$ cat config.mk
export PLATFORM = sky130hd
export DESIGN_NAME = sipo
export DESIGN_NICKNAME = d
export VERILOG_FILES = /design/src/rtl/sipo.sv
export SDC_FILE = /design/constraint.sdc
export NUM_CORES = 1
export LEC_CHECK = 0
export CAP_MARGIN = 20
export CORE_UTILIZATION = 49
export CTS_CLUSTER_DIAMETER = 30
export DETAILED_ROUTE_END_ITERATION = 7
export PLACE_DENSITY = 0.82
export SLEW_MARGIN = 20
export SYNTH_ARGS = -nofsm -noshare
export SYNTH_HDL_FRONTEND = slang
export SYNTH_SLANG_ARGS = --single-unit
$ cat constraint.sdc
create_clock -name clk -period 2.77 [get_ports clk]
set_clock_uncertainty 0.15 [all_clocks]
set_input_delay 0.4155 -clock clk [delete_from_list [all_inputs] [get_ports clk]]
set_output_delay 0.4155 -clock clk [all_outputs]
set_load 0.1 [all_outputs]
$ cat src/rtl/sipo.sv
// Serial-in/parallel-out collector: SYMS symbols of SYM_W bits, MSB-first, into one
// word held behind a valid/ready output slot. Define SIPO_WORD_CNT_EN to add word_cnt_o.
module sipo #(
  parameter int SYM_W = 2,
  parameter int SYMS  = 8
) (
  input  logic                    clk,
  input  logic                    rst_n,
  input  logic [SYM_W-1:0]        data_serial_i,
  input  logic                    valid_serial_i,
  input  logic                    flush_i,
  output logic [SYM_W*SYMS-1:0]   data_parallel_o,
  output logic                    valid_parallel_o,
  input  logic                    ready_parallel_i,
  output logic                    busy_o,
`ifdef SIPO_WORD_CNT_EN
  output logic [15:0]             word_cnt_o,
`endif
  output logic                    overflow_o
);

  localparam int WORD_W = SYM_W * SYMS;
  localparam int CNT_W  = $clog2(SYMS);
  localparam logic [CNT_W-1:0] LAST = CNT_W'(SYMS - 1);

  // Output handshake: a word transfers in any cycle where valid_parallel_o and
  // ready_parallel_i are both 1; while valid is high and ready low, data is held stable.

  logic [WORD_W-1:0] asm_reg;
  logic [CNT_W-1:0]  sym_cnt;
  logic              accept;
  logic              complete;
  logic              slot_free;
  logic              deliver;
  logic [WORD_W-1:0] word;

  assign accept    = valid_serial_i & ~flush_i;
  assign complete  = accept & (sym_cnt == LAST);
  assign slot_free = ~valid_parallel_o | ready_parallel_i;
  assign deliver   = valid_parallel_o & ready_parallel_i;
  // The final symbol goes straight into the word so it is visible one cycle later.
  assign word      = {asm_reg[WORD_W-SYM_W-1:0], data_serial_i};
  assign busy_o    = (sym_cnt != '0);

  always_ff @(posedge clk or negedge rst_n) begin
    if (!rst_n) begin
      asm_reg <= '0;
      sym_cnt <= '0;
    end else if (flush_i || complete) begin
      asm_reg <= '0;
      sym_cnt <= '0;
    end else if (accept) begin
      asm_reg <= word;
      sym_cnt <= sym_cnt + CNT_W'(1);
    end
  end

  always_ff @(posedge clk or negedge rst_n) begin
    if (!rst_n) begin
      data_parallel_o  <= '0;
      valid_parallel_o <= 1'b0;
    end else if (complete && slot_free) begin
      data_parallel_o  <= word;
      valid_parallel_o <= 1'b1;
    end else if (deliver) begin
      valid_parallel_o <= 1'b0;
    end
  end

  // Sticky drop flag; only flush or reset clears it.
  always_ff @(posedge clk or negedge rst_n) begin
    if (!rst_n) begin
      overflow_o <= 1'b0;
    end else if (flush_i) begin
      overflow_o <= 1'b0;
    end else if (complete && !slot_free) begin
      overflow_o <= 1'b1;
    end
  end

`ifdef SIPO_WORD_CNT_EN
  always_ff @(posedge clk or negedge rst_n) begin
    if (!rst_n) begin
      word_cnt_o <= '0;
    end else if (deliver) begin
      word_cnt_o <= word_cnt_o + 16'd1;
    end
  end
`endif

endmodule

==> run metrics <==
deepest level of the CTS H-tree 2; category of the worst setup path capture point flip-flop; Reg area 875.8 um2; layout net count 128; HPWL after detailed placement roughly 1.6 mm; count of endpoints failing hold in the final timing report 0; Setup Slack @ Placement 546.4 ps; proportion of layout cells with a drive suffix above 1 53.39%; Post-Syn Instances 88; antenna violations before repair 0; mux contribution to synthesized area 15.09%; outcome completed; kind of launch point of the worst setup path flip-flop; number of global-route vias before repair 783; yosys warns 0; core utilization of the finished layout 61.72%; critical path start-end classification flip-flop to flip-flop; quantity of gates resized following cts 0; CP arrival 2040 ps; layout overhead on the synthesized area 18.99%; number of DRC violations after detailed routing 0; Power Dens Cells between 400 and 500 nW/um2; count of vias placed by the detailed router 813; number of buffers added to fix hold violations after cts 0; Root Buffer Master clkbuf_4; origin of the worst setup path sym_cnt[0]$_DFFE_PN0P_; FF-to-FF End data_parallel_o[9]$_DFFE_PN0P_; number of DRC markers in iteration 0 14; R2R setup slack 800 ps; synthesized netlist net count 98; Synth cell types 19; number of synthesized register bits 35; routed wire length 2.247 mm; global-route wire length before repair 3.788 mm; Setup-failing EPs final 0; TritonCTS clock tree yes; max cap viols 0; CTS clk-pin slew, worst paths 100 ps; count of input and output buffers 25; xor/xnor share of the synthesized area 0%; number of inserted diodes 0; clock insertion delay at the later pin of the skew report 330 ps; die extent in y ~56 um; number of antenna-violating nets in the routed design 0; overall die width 56.26 um; maximum number of pins on one net before global-route repair 36; initial core utilization 51.87%; worst-path fanout max 16; setup total negative slack 0 ps; RSZ-0062 raised after global routing no; Final min period 1970 ps; worst flop-to-flop path startpoint sym_cnt[0]$_DFFE_PN0P_; GR Util All Layers 16.41%; total global routing overflow 0; detailed-router iteration count before antenna repair 4; fraction of post-synthesis cell area in the top cell type by area 60.71%; Placer Congestion 0.7427; Wirelength per Cell 15.08 um; Synth area leader dfrtp_1; TritonCTS sink count 35; multi-input gate area in the final layout 524.3 um2; top achievable clock speed approximately 500 MHz; total leakage power 0.9019 nW; share of the synthesized area in compound gates (AO/OA/AOI/OAI) between 10% and 20%; post-synthesis share of cell area spent on and, or, nand and nor gates under 10%; worst-case clock buffer depth 2; post-route worst setup slack roughly 800 ps; setup repair bufs after CTS 0; Seq/Total Area, Yosys 60.71%; mean area per synthesized cell 16.39 um2; max FFs per register 16; commonest non-fill, non-tap cell in the layout dfrtp_1; critical path data required time 2840 ps; final-layout fill cell count about 220; Area contributors post-synth dfrtp_1, a22o_2, mux2_4; detail-routed via count per cell about 5.5; adder-cell share of the synthesized area approximately 2.6%; worst voltage drop across the vdd grid 0.3893 mV; Final Total Pwr 0.8567 mW; worst slew margin relative to its limit 34.33%; Min-Delay Path Class primary input to asynchronous set/reset pin; slew of the pin with the lowest slew margin just under 1000 ps; floorplan row count 19; post-synthesis instance area 1443 um2; max-slew violation count 0; R2R depth 5; Die Footprint 3165 um2; main combinational cell family by area after synthesis multiplexers; I/O Pins 26; period utilization 71.12%; core area ~2800 um2; leading cell types in the layout, fill and taps excluded dfrtp_1, buf_4, a22o_2, mux2_4; CTS buffer count 5
## cell usage after synthesis
cell / instances
and2b_2: 1
nor3_4: 1
nand2b_1: 1
nand3b_4: 1
nor2_8: 1
dfrtp_1: 35
mux2_4: 10
buf_6: 1
nor2_1: 3
a22o_2: 16
ha_1: 3
a21oi_1: 1
a31oi_1: 1
buf_2: 1
inv_1: 3
buf_8: 1
or2b_1: 1
nor3b_1: 1
mux2_2: 6
## through the flow
stage	area, um2	hold slack, ps	instances
final	1717	333.4	149
after global routing	1717	355.0	149
after CTS	1717	352.1	149
after detailed placement	1660	347.1	142
after global placement	1660	339.2	142
after floorplan	1443	-30.09	88
## critical path: stages (launching register included)
cell and delay [ps]:
dfrtp_1 410, ha_1 160, ha_1 300, nand3b_4 150
nor2_8 310, mux2_2 380
## cell type report
type	count	share of cell area, %
Tap cell	31	2.259
Timing Repair Buffer	26	12.24
Multi-Input combinational cell	47	30.54
Clock inverter	1	0.2915
Inverter	3	0.6560
Clock buffer	6	2.988
Sequential cell	35	51.02
## metal layers
layer | GRT usage, % | routed length [um]
met5 | 0 | 0
met3 | 6.912 | 109
met1 | 21.14 | 1012
met2 | 24.32 | 1086
met4 | 7.317 | 39
## worst max path at each step
stage | cells after the start | slack, ps | end
5_1_grt | 5 | 710 | data_parallel_o[6]$_DFFE_PN0P_
2_1_floorplan | 4 | 730 | data_parallel_o[0]$_DFFE_PN0P_
4_1_cts | 5 | 790 | data_parallel_o[9]$_DFFE_PN0P_
6_report | 5 | 800 | data_parallel_o[9]$_DFFE_PN0P_
3_3_place_gp | 3 | 610 | asm_reg[12]$_DFFE_PN0P_
3_5_place_dp | 3 | 550 | asm_reg[12]$_DFFE_PN0P_
## cell families after synthesis
| kind of cell | count (synthesis) |
|---|---|
| DFF | 35 |
| AOI/OAI and AO/OA | 18 |
| muxes | 16 |
| and+or+nand+nor | 10 |
| buffers and inverters | 6 |
| adders and majority gates | 3 |
## where the power goes
part | switching [mW] | internal, mW
clock network | 0.156 | 0.118
registers | 0.00533 | 0.516
logic | 0.0404 | 0.0208
Note: power is estimated with default switching activity, not from simulation.
